`config.mk`:
```
export PLATFORM = sky130hd
export DESIGN_NAME = mem_port_arbiter_flat
export DESIGN_NICKNAME = d
export VERILOG_FILES = /design/src/rtl/mem_port_arbiter_if.sv /design/src/rtl/mem_port_arbiter.sv /design/src/flat_wrapper.sv
export SDC_FILE = /design/constraint.sdc
export NUM_CORES = 1
export LEC_CHECK = 0
export CAP_MARGIN = 10
export CORE_AREA = 2 2 212 214
export CTS_CLUSTER_SIZE = 28
export DETAILED_ROUTE_END_ITERATION = 16
export DIE_AREA = 0 0 214 216
export SLEW_MARGIN = 10
export SYNTH_ARGS = -nofsm -noshare
export SYNTH_HDL_FRONTEND = slang
export SYNTH_SLANG_ARGS = --single-unit
```
`constraint.sdc`:
```
create_clock -name clk_i -period 1.7 [get_ports clk_i]
set_input_delay 0.34 -clock clk_i [delete_from_list [all_inputs] [get_ports clk_i]]
set_output_delay 0.34 -clock clk_i [all_outputs]
set_load 0.05 [all_outputs]
```
`src/rtl/mem_port_arbiter_if.sv`:
```
// Bundle of requester, memory-request and memory-response signals around mem_port_arbiter.
// Signal suffixes are written from the arbiter's point of view.
interface mem_port_arbiter_if #(
    parameter int unsigned AddrW = 64,
    parameter int unsigned DataW = 64
);
    localparam int unsigned MaskW = DataW / 8;

    logic             if_valid_i;
    logic             if_ready_o;
    logic [AddrW-1:0] if_addr_i;
    logic             if_rvalid_o;
    logic [DataW-1:0] if_rdata_o;

    logic             lsu_valid_i;
    logic             lsu_ready_o;
    logic             lsu_we_i;
    logic [AddrW-1:0] lsu_addr_i;
    logic [DataW-1:0] lsu_wdata_i;
    logic [MaskW-1:0] lsu_wmask_i;
    logic             lsu_rvalid_o;
    logic [DataW-1:0] lsu_rdata_o;

    logic             mem_valid_o;
    logic             mem_ready_i;
    logic             mem_we_o;
    logic [AddrW-1:0] mem_addr_o;
    logic [DataW-1:0] mem_wdata_o;
    logic [MaskW-1:0] mem_wmask_o;
    logic             mem_rvalid_i;
    logic [DataW-1:0] mem_rdata_i;

    modport slave (
        input  if_valid_i, if_addr_i,
        input  lsu_valid_i, lsu_we_i, lsu_addr_i, lsu_wdata_i, lsu_wmask_i,
        input  mem_ready_i, mem_rvalid_i, mem_rdata_i,
        output if_ready_o, if_rvalid_o, if_rdata_o,
        output lsu_ready_o, lsu_rvalid_o, lsu_rdata_o,
        output mem_valid_o, mem_we_o, mem_addr_o, mem_wdata_o, mem_wmask_o
    );

    modport master (
        output if_valid_i, if_addr_i,
        output lsu_valid_i, lsu_we_i, lsu_addr_i, lsu_wdata_i, lsu_wmask_i,
        output mem_ready_i, mem_rvalid_i, mem_rdata_i,
        input  if_ready_o, if_rvalid_o, if_rdata_o,
        input  lsu_ready_o, lsu_rvalid_o, lsu_rdata_o,
        input  mem_valid_o, mem_we_o, mem_addr_o, mem_wdata_o, mem_wmask_o
    );
endinterface

```
`src/rtl/mem_port_arbiter.sv`:
```
// Single-outstanding arbiter sharing one memory port between instruction fetch and load/store.
// LSU has priority; a saturating starvation counter forces an IF win after StarveLimit LSU grants.
module mem_port_arbiter #(
    parameter int unsigned AddrW       = 64,
    parameter int unsigned DataW       = 64,
    parameter int unsigned StarveLimit = 4
) (
    input  logic                clk_i,
    input  logic                rst_i,
    mem_port_arbiter_if.slave   bus
);
    localparam int unsigned MaskW = DataW / 8;
    localparam int unsigned StW   = $clog2(StarveLimit + 1);
    localparam logic [StW-1:0] StarveMax = StW'(StarveLimit);

    localparam logic [1:0] StIdle = 2'd0;
    localparam logic [1:0] StReq  = 2'd1;
    localparam logic [1:0] StResp = 2'd2;

    logic [1:0]       r_state;
    logic             r_owner;
    logic [StW-1:0]   r_starve;
    logic             r_mem_valid;
    logic             r_mem_we;
    logic [AddrW-1:0] r_mem_addr;
    logic [DataW-1:0] r_mem_wdata;
    logic [MaskW-1:0] r_mem_wmask;
    logic             r_if_rvalid;
    logic [DataW-1:0] r_if_rdata;
    logic             r_lsu_rvalid;
    logic [DataW-1:0] r_lsu_rdata;

    logic             w_idle;
    logic             w_lsu_win;
    logic             w_if_win;
    logic [StW-1:0]   w_starve_lsu;

    always_comb begin
        // Readies are held low while rst_i is asserted.
        w_idle    = (r_state == StIdle) && !rst_i;
        w_lsu_win = w_idle && bus.lsu_valid_i && !(bus.if_valid_i && (r_starve == StarveMax));
        w_if_win  = w_idle && bus.if_valid_i && !w_lsu_win;
        if (!bus.if_valid_i) begin
            w_starve_lsu = '0;
        end else if (r_starve == StarveMax) begin
            w_starve_lsu = r_starve;
        end else begin
            w_starve_lsu = r_starve + 1'b1;
        end
    end

    always_ff @(posedge clk_i) begin
        if (rst_i) begin
            r_state      <= StIdle;
            r_owner      <= 1'b0;
            r_starve     <= '0;
            r_mem_valid  <= 1'b0;
            r_mem_we     <= 1'b0;
            r_mem_addr   <= '0;
            r_mem_wdata  <= '0;
            r_mem_wmask  <= '0;
            r_if_rvalid  <= 1'b0;
            r_if_rdata   <= '0;
            r_lsu_rvalid <= 1'b0;
            r_lsu_rdata  <= '0;
        end else begin
            r_if_rvalid  <= 1'b0;
            r_lsu_rvalid <= 1'b0;
            case (r_state)
                StIdle: begin
                    if (w_lsu_win) begin
                        r_mem_valid <= 1'b1;
                        r_mem_we    <= bus.lsu_we_i;
                        r_mem_addr  <= bus.lsu_addr_i;
                        r_mem_wdata <= bus.lsu_wdata_i;
                        r_mem_wmask <= bus.lsu_wmask_i;
                        r_owner     <= 1'b1;
                        r_starve    <= w_starve_lsu;
                        r_state     <= StReq;
                    end else if (w_if_win) begin
                        r_mem_valid <= 1'b1;
                        r_mem_we    <= 1'b0;
                        r_mem_addr  <= bus.if_addr_i;
                        r_mem_wdata <= '0;
                        r_mem_wmask <= '0;
                        r_owner     <= 1'b0;
                        r_starve    <= '0;
                        r_state     <= StReq;
                    end
                end
                StReq: begin
                    if (bus.mem_ready_i) begin
                        r_mem_valid <= 1'b0;
                        r_state     <= StResp;
                    end
                end
                StResp: begin
                    if (bus.mem_rvalid_i) begin
                        if (r_owner) begin
                            r_lsu_rvalid <= 1'b1;
                            r_lsu_rdata  <= r_mem_we ? '0 : bus.mem_rdata_i;
                        end else begin
                            r_if_rvalid <= 1'b1;
                            r_if_rdata  <= bus.mem_rdata_i;
                        end
                        r_state <= StIdle;
                    end
                end
                default: begin
                    r_mem_valid <= 1'b0;
                    r_state     <= StIdle;
                end
            endcase
        end
    end

    assign bus.if_ready_o   = w_if_win;
    assign bus.lsu_ready_o  = w_lsu_win;
    assign bus.if_rvalid_o  = r_if_rvalid;
    assign bus.if_rdata_o   = r_if_rdata;
    assign bus.lsu_rvalid_o = r_lsu_rvalid;
    assign bus.lsu_rdata_o  = r_lsu_rdata;
    assign bus.mem_valid_o  = r_mem_valid;
    assign bus.mem_we_o     = r_mem_we;
    assign bus.mem_addr_o   = r_mem_addr;
    assign bus.mem_wdata_o  = r_mem_wdata;
    assign bus.mem_wmask_o  = r_mem_wmask;
endmodule

```
`src/flat_wrapper.sv`:
```
// flat-port wrapper written by rule: the top's interface ports become plain ports
module mem_port_arbiter_flat 
#(
    parameter int unsigned AddrW       = 64,
    parameter int unsigned DataW       = 64,
    parameter int unsigned StarveLimit = 4
)
  (clk_i, rst_i, bus_if_valid_i, bus_if_addr_i, bus_lsu_valid_i, bus_lsu_we_i, bus_lsu_addr_i, bus_lsu_wdata_i, bus_lsu_wmask_i, bus_mem_ready_i, bus_mem_rvalid_i, bus_mem_rdata_i, bus_if_ready_o, bus_if_rvalid_o, bus_if_rdata_o, bus_lsu_ready_o, bus_lsu_rvalid_o, bus_lsu_rdata_o, bus_mem_valid_o, bus_mem_we_o, bus_mem_addr_o, bus_mem_wdata_o, bus_mem_wmask_o);
  mem_port_arbiter_if #(.AddrW(AddrW), .DataW(DataW)) bus_i ();
  input  logic clk_i;
  input  logic rst_i;
  input wire logic [$bits(bus_i.if_valid_i)-1:0] bus_if_valid_i;
  input wire logic [$bits(bus_i.if_addr_i)-1:0] bus_if_addr_i;
  input wire logic [$bits(bus_i.lsu_valid_i)-1:0] bus_lsu_valid_i;
  input wire logic [$bits(bus_i.lsu_we_i)-1:0] bus_lsu_we_i;
  input wire logic [$bits(bus_i.lsu_addr_i)-1:0] bus_lsu_addr_i;
  input wire logic [$bits(bus_i.lsu_wdata_i)-1:0] bus_lsu_wdata_i;
  input wire logic [$bits(bus_i.lsu_wmask_i)-1:0] bus_lsu_wmask_i;
  input wire logic [$bits(bus_i.mem_ready_i)-1:0] bus_mem_ready_i;
  input wire logic [$bits(bus_i.mem_rvalid_i)-1:0] bus_mem_rvalid_i;
  input wire logic [$bits(bus_i.mem_rdata_i)-1:0] bus_mem_rdata_i;
  output wire logic [$bits(bus_i.if_ready_o)-1:0] bus_if_ready_o;
  output wire logic [$bits(bus_i.if_rvalid_o)-1:0] bus_if_rvalid_o;
  output wire logic [$bits(bus_i.if_rdata_o)-1:0] bus_if_rdata_o;
  output wire logic [$bits(bus_i.lsu_ready_o)-1:0] bus_lsu_ready_o;
  output wire logic [$bits(bus_i.lsu_rvalid_o)-1:0] bus_lsu_rvalid_o;
  output wire logic [$bits(bus_i.lsu_rdata_o)-1:0] bus_lsu_rdata_o;
  output wire logic [$bits(bus_i.mem_valid_o)-1:0] bus_mem_valid_o;
  output wire logic [$bits(bus_i.mem_we_o)-1:0] bus_mem_we_o;
  output wire logic [$bits(bus_i.mem_addr_o)-1:0] bus_mem_addr_o;
  output wire logic [$bits(bus_i.mem_wdata_o)-1:0] bus_mem_wdata_o;
  output wire logic [$bits(bus_i.mem_wmask_o)-1:0] bus_mem_wmask_o;
  assign bus_i.if_valid_i = bus_if_valid_i;
  assign bus_i.if_addr_i = bus_if_addr_i;
  assign bus_i.lsu_valid_i = bus_lsu_valid_i;
  assign bus_i.lsu_we_i = bus_lsu_we_i;
  assign bus_i.lsu_addr_i = bus_lsu_addr_i;
  assign bus_i.lsu_wdata_i = bus_lsu_wdata_i;
  assign bus_i.lsu_wmask_i = bus_lsu_wmask_i;
  assign bus_i.mem_ready_i = bus_mem_ready_i;
  assign bus_i.mem_rvalid_i = bus_mem_rvalid_i;
  assign bus_i.mem_rdata_i = bus_mem_rdata_i;
  assign bus_if_ready_o = bus_i.if_ready_o;
  assign bus_if_rvalid_o = bus_i.if_rvalid_o;
  assign bus_if_rdata_o = bus_i.if_rdata_o;
  assign bus_lsu_ready_o = bus_i.lsu_ready_o;
  assign bus_lsu_rvalid_o = bus_i.lsu_rvalid_o;
  assign bus_lsu_rdata_o = bus_i.lsu_rdata_o;
  assign bus_mem_valid_o = bus_i.mem_valid_o;
  assign bus_mem_we_o = bus_i.mem_we_o;
  assign bus_mem_addr_o = bus_i.mem_addr_o;
  assign bus_mem_wdata_o = bus_i.mem_wdata_o;
  assign bus_mem_wmask_o = bus_i.mem_wmask_o;
  mem_port_arbiter #(.AddrW(AddrW), .DataW(DataW), .StarveLimit(StarveLimit)) u_core (.clk_i(clk_i), .rst_i(rst_i), .bus(bus_i));
endmodule
```
* Yosys cells after proc, flatten, opt, wreduce, memory -nomap -nowiden
Index checks and enable logic that the tools add are counted.
** Word-level totals
- Register bits :: 274
- Bits in latches :: 0
- Memory bits (writable) :: 0
- ROM bits :: 0
- Bits of input ports :: 271
- Output and inout bits :: 270
- Logic and storage cells :: 66
- Memories :: 0
** Operators by class
- Add/subtract/negate cells :: 1
- Multipliers :: 0
- Div/mod/pow operators :: 0
- Magnitude comparators :: 0
- Equal/unequal tests :: 7
- Shift operators :: 0
- Multiplexer cells :: 25
- Bitwise operators :: 3
- Reduce and logical (&&, ||, !) cells :: 18
** Operators by type and width (number)
- $mux W64 :: 5
- $mux W8 :: 2
- $reduce_and A3 Y1 :: 5
- $mux W3 :: 4
- $mux W1 :: 8
- $mux W2 :: 4
- $logic_and A1 B1 Y1 :: 6
- $ne A3 B3 Y1 const B :: 2
- $pmux W2 S3 :: 1
- $ne A2 B2 Y1 const B :: 2
- $add A3 B1 Y3 const B :: 1
- $eq A3 B3 Y1 const B :: 1
- $logic_not A1 Y1 :: 3
- $not A1 Y1 :: 3
- $pmux W1 S3 :: 1
- $reduce_or A3 Y1 :: 1
- $eq A2 B1 Y1 const B :: 1
- $eq A2 B2 Y1 const B :: 1
- $logic_not A2 Y1 :: 1
- $reduce_and A2 Y1 :: 1
- $reduce_bool A2 Y1 :: 1

* Depth between registers and ports, before layout
- Depth in word-level cells :: 9
- Gate-level depth with buffers :: 7
- Mapped depth without buffers :: 6

* Least setup slack after synthesis
No wires, ideal clock.
- Kind :: register to output
- Start point :: reg u_core.r_starve[0]
- End point :: out bus_if_ready_o
- Arrival time :: 1.877 ns
- Required time :: 1.360 ns
- Slack :: -0.517 ns
- Stages on the path, launching flop included :: 7
- Path buffers :: 2
- Path through :: dfxtp_1 -> inv_1 -> ha_1 -> nand3_1 -> clkbuf_1 -> clkbuf_1 -> a21oi_1
** Between the ends
- Cells in the longest elaborated chain, start to end :: 6
** Ends and longest elaborated chain
- start: declaration :: RTL line mem_port_arbiter.sv:22 : logic [StW-1:0] r_starve;
- start signal: assignment :: RTL line mem_port_arbiter.sv:78 : r_starve <= w_starve_lsu;
- $eq A3 B3 Y1 :: RTL line mem_port_arbiter.sv:41 : w_lsu_win = w_idle && bus.lsu_valid_i && !(bus.if_valid_i && (r_starve == StarveMax));
- $logic_and A1 B1 Y1 :: RTL line mem_port_arbiter.sv:41
- $logic_not A1 Y1 :: RTL line mem_port_arbiter.sv:41
- $logic_and A1 B1 Y1 :: RTL line mem_port_arbiter.sv:41
- $logic_not A1 Y1 :: RTL line mem_port_arbiter.sv:42 : w_if_win = w_idle && bus.if_valid_i && !w_lsu_win;
- $logic_and A1 B1 Y1 :: RTL line mem_port_arbiter.sv:42
- end: declaration :: RTL line flat_wrapper.sv:22 : output wire logic [$bits(bus_i.if_ready_o)-1:0] bus_if_ready_o;
Every way passes these cells.

* Worst setup path after layout
- Start point :: reg u_core.r_state[1]
- End point :: out bus_if_ready_o
** Between the ends
- Cells in the longest elaborated chain, start to end :: 6
- Elaborated cells between the ends (all ways) :: 7
- Those cells by class :: reduce/logical (7)
** Ends and longest elaborated chain
- start: declaration :: RTL line mem_port_arbiter.sv:20 : logic [1:0] r_state;
- start signal: assignment :: RTL line mem_port_arbiter.sv:54 : r_state <= StIdle;
- start signal: assignment :: RTL line mem_port_arbiter.sv:79 : r_state <= StReq;
- start signal: assignment :: RTL line mem_port_arbiter.sv:88 : r_state <= StReq;
- $logic_not A2 Y1 * :: RTL line mem_port_arbiter.sv:40 : w_idle = (r_state == StIdle) && !rst_i;
- $logic_and A1 B1 Y1 * :: RTL line mem_port_arbiter.sv:40
- $logic_and A1 B1 Y1 (2 in series) :: RTL line mem_port_arbiter.sv:41
- $logic_not A1 Y1 :: RTL line mem_port_arbiter.sv:42
- $logic_and A1 B1 Y1 * :: RTL line mem_port_arbiter.sv:42
Every way passes the cells marked *; elsewhere a longest branch is shown, timed or not.

==> qor.yml <==
logic_synthesis:
  synth_cell_types: 34
  syn_inst: 1311
  ys.flop_type: "dfxtp_1"
  synth_edf_count: 0
  syn_nets: 1584
  syn_area_um2: 11300
  ys_async_sr_fraction_pct: 0
  ys_seq_elements: 274
  yosysWarnings: 0
  synth_area_per_cell_um2: 8.65
  ys_seq_area_share_pct: 48.4
worst_setup_path:
  startpoint: "u_core.r_state[1]$_SDFFE_PP0P_"
  r2r_start: "u_core.r_state[1]$_SDFFE_PP0P_"
  path_cells: "buf_6, or4b_4, a21oi_4, buf_12"
  endpoint_kind: "primary output"
  crit_slowest_cell: "or4b_4"
  path_max_fanout: 2
  r2r_slack_ns: -0.23
  cp.required_ns: 1.36
  rr_worst_depth: 8
  crit_type: "flip-flop to primary output"
  cp.arrival_ns: 1.82
  rr_endpoint: "u_core.bus.mem_wdata_o[34]$_SDFFE_PP0P_"
  slowest_delay_ns: 0.52
  cp-endpoint: "bus_if_ready_o"
  start_kind: "flip-flop"
cts:
  cts_buffers: 34
  cts_sinks: 274
  cts_hold_buf: 0
  cts-root-buf: "clkbuf_16"
  cts_tree: "done"
  clk_pin_slew_ns: 0.06
  insertion_delay_ns: 0.54
  clock_path_buffers: 3
  h-tree-depth: 2
floorplanning:
  io_pins: 541
  die_w_um: 214
  initial_core_util_pct: 25.9
  design.core.area_um2: 43800
  dieArea_um2: 46200
  die_y_um: 216
  row_count: 77
power_and_ir_drop:
  p_leak_uw: 0.00790
  pwr_density_cell_nw_per_um2: 853
  ir_drop_uv: 696
route:
  vias_per_cell: 4.95
  firstDrtPassIters: 5
  drt_wl_total_um: 55100
  ant_nets: 0
  drtIter0Drc: 735
  num_vias: 12600
  wire_per_inst_um: 21.7
  route.detailed.drc: 0
global_route:
  grt.met1_usage_pct: 23.9
  grt_start_max_net_pins: 166
  gr-usage-all-layers_pct: 20.8
  grt_pass1_wl_um: 75100
  overflow: 0
  grt_pass1_vias: 12500
  antenna_found_initial: 5
  grtUsageMet2_pct: 34.9
  busiest_layer: "met2"
  use_met3_pct: 6.57
layout:
  final_cell_area_um2: 21700
  final_cell_mix: "buf_4 (298), nand2_1 (294), dfxtp_1 (271)"
  fin_util_pct: 49.6
  syn2layout_area_growth_pct: 91.8
  layout-drive-gt1-share_pct: 43.5
  fillers: 4005
  layout_commonest_cell: "buf_4"
  nNetsFinal: 2188
  register_area_um2: 5490
  multi_input_area_um2: 6850
sta:
  tns_ns: -30.90
  setup_slack_ns: -0.461
  tightest_slew_ns: 1.41
  final.min_clock_period_ns: 2.16
  fmax_mhz: 463
  setup_viol: 258
  finalMaxSlewViolations: 0
  slew_headroom_pct: 5.75
  hold_violations: 0
  rsz0062_at_grt: "true"
  finalClockSkew_ns: 0.0111
  fin_crit_sh_pct: 127
run:
  cap_violations: 0
placed_design:
  place.gp.congestion: 0.855
  placed_cell_area_um2: 17100
  numPortBuffers: 540
  dp_hpwl_um: 31300
status:
  violations: "setup timing"
  status: "finished, violations left"
worst_hold_path:
  hp-class: "input port to flip-flop"
==> how the worst min path moves through the flow <==
stage,startpoint,to,depth (start not counted)
after floorplan,u_core.r_starve[0]$_SDFFE_PP0P_,u_core.r_starve[0]$_SDFFE_PP0P_,2
after global placement,u_core.bus.lsu_rdata_o[34]$_SDFFE_PP0P_,u_core.bus.lsu_rdata_o[34]$_SDFFE_PP0P_,2
after detailed placement,u_core.bus.lsu_rdata_o[18]$_SDFFE_PP0P_,u_core.bus.lsu_rdata_o[18]$_SDFFE_PP0P_,2
after CTS,rst_i,u_core.bus.mem_valid_o$_SDFFE_PP0P_,2
after global routing,rst_i,u_core.bus.mem_valid_o$_SDFFE_PP0P_,2
final,rst_i,u_core.bus.mem_valid_o$_SDFFE_PP0P_,2
==> repair_timing <==
action / 4_1_cts / 5_1_grt
cloned: 31 / 28
pin swaps: 85 / 214
gates resized for setup: 239 / 307
setup endpoints to repair: 145 / 270
hold endpoints to repair: 0 / 0
setup buffers: 37 / 26
==> logic make-up after synthesis <==
| group | synth area share [%] |
|---|---|
| AND/OR/NAND/NOR | 24.8 |
| AO/OA/AOI/OAI | 20.4 |
| flip-flops | 48.4 |
| buffers and inverters | 6.17 |
| adder cells (fa/ha/maj) | 0.221 |
==> state kept, by name (all words and copies together), names as in the netlist <==
name / cells
u_core.r_starve: 3
u_core.bus.lsu_rdata_o: 64
u_core.r_owner: 1
u_core.bus.mem_addr_o: 64
u_core.bus.if_rdata_o: 64
u_core.r_state: 2
u_core.bus.mem_wmask_o: 8
u_core.bus.lsu_rvalid_o: 1
u_core.bus.mem_valid_o: 1
u_core.bus.if_rvalid_o: 1
u_core.bus.mem_wdata_o: 64
u_core.bus.mem_we_o: 1
==> critical path, delay by kind of cell (launching register included) <==
kind,cells,cell delay [ns]
and+or+nand+nor,1,0.52
DFF,1,0.35
buffers and inverters,2,0.26
AOI/OAI and AO/OA,1,0.15
==> final cells by class <==
class / instances / share of cell area, %
Multi-Input combinational cell: 901 / 31.5
Clock inverter: 11 / 0.501
Sequential cell: 274 / 25.3
Timing Repair Buffer: 700 / 34.6
Inverter: 4 / 0.0805
Clock buffer: 51 / 4.62
Tap cell: 592 / 3.41
Antenna cell: 3 / 0.0345
==> cell usage after synthesis, drive strengths merged (2+ instances only) <==
cell type,number,area [µm²]
a21oi,205,1030
buf,71,448
and3,2,12.5
or3,2,12.5
clkbuf,63,236
nand3b,64,480
or4b,2,20.0
o21ai,74,370
nor4b,2,38.8
nor2,7,26.3
nor3,64,571
nand2,325,1220
inv,4,15.0
a311oi,64,873
dfxtp,274,5490
ha,2,25.0
nand3,74,370
a32o,2,20.0
==> metrics by stage <==
stage	total power (µW)	cells	hold slack, ns	setup WS, ns
6_report	18500	2536	0.0709	-0.461
5_1_grt	19200	2536	0.0622	-0.509
4_1_cts	18300	2500	0.0195	-0.492
3_5_place_dp	10300	2374	0.444	-0.405
3_3_place_gp	10300	2374	0.439	-0.392
2_1_floorplan	8750	1311	0.447	0.0103
==> layer usage <==
layer / vias to the layer above / part of all wire [%]
li1: 5831 / -
met1: 6062 / 39
met5: - / 0.042
met4: 4 / 4.9
met3: 136 / 7.5
met2: 518 / 49
==> power by group <==
group,leakage (µW),internal (µW),switching [µW]
registers,0.00223,6690,189
logic,0.00513,1950,2430
clock network,0.000548,4280,3010
(Power assumes the default switching activity.)
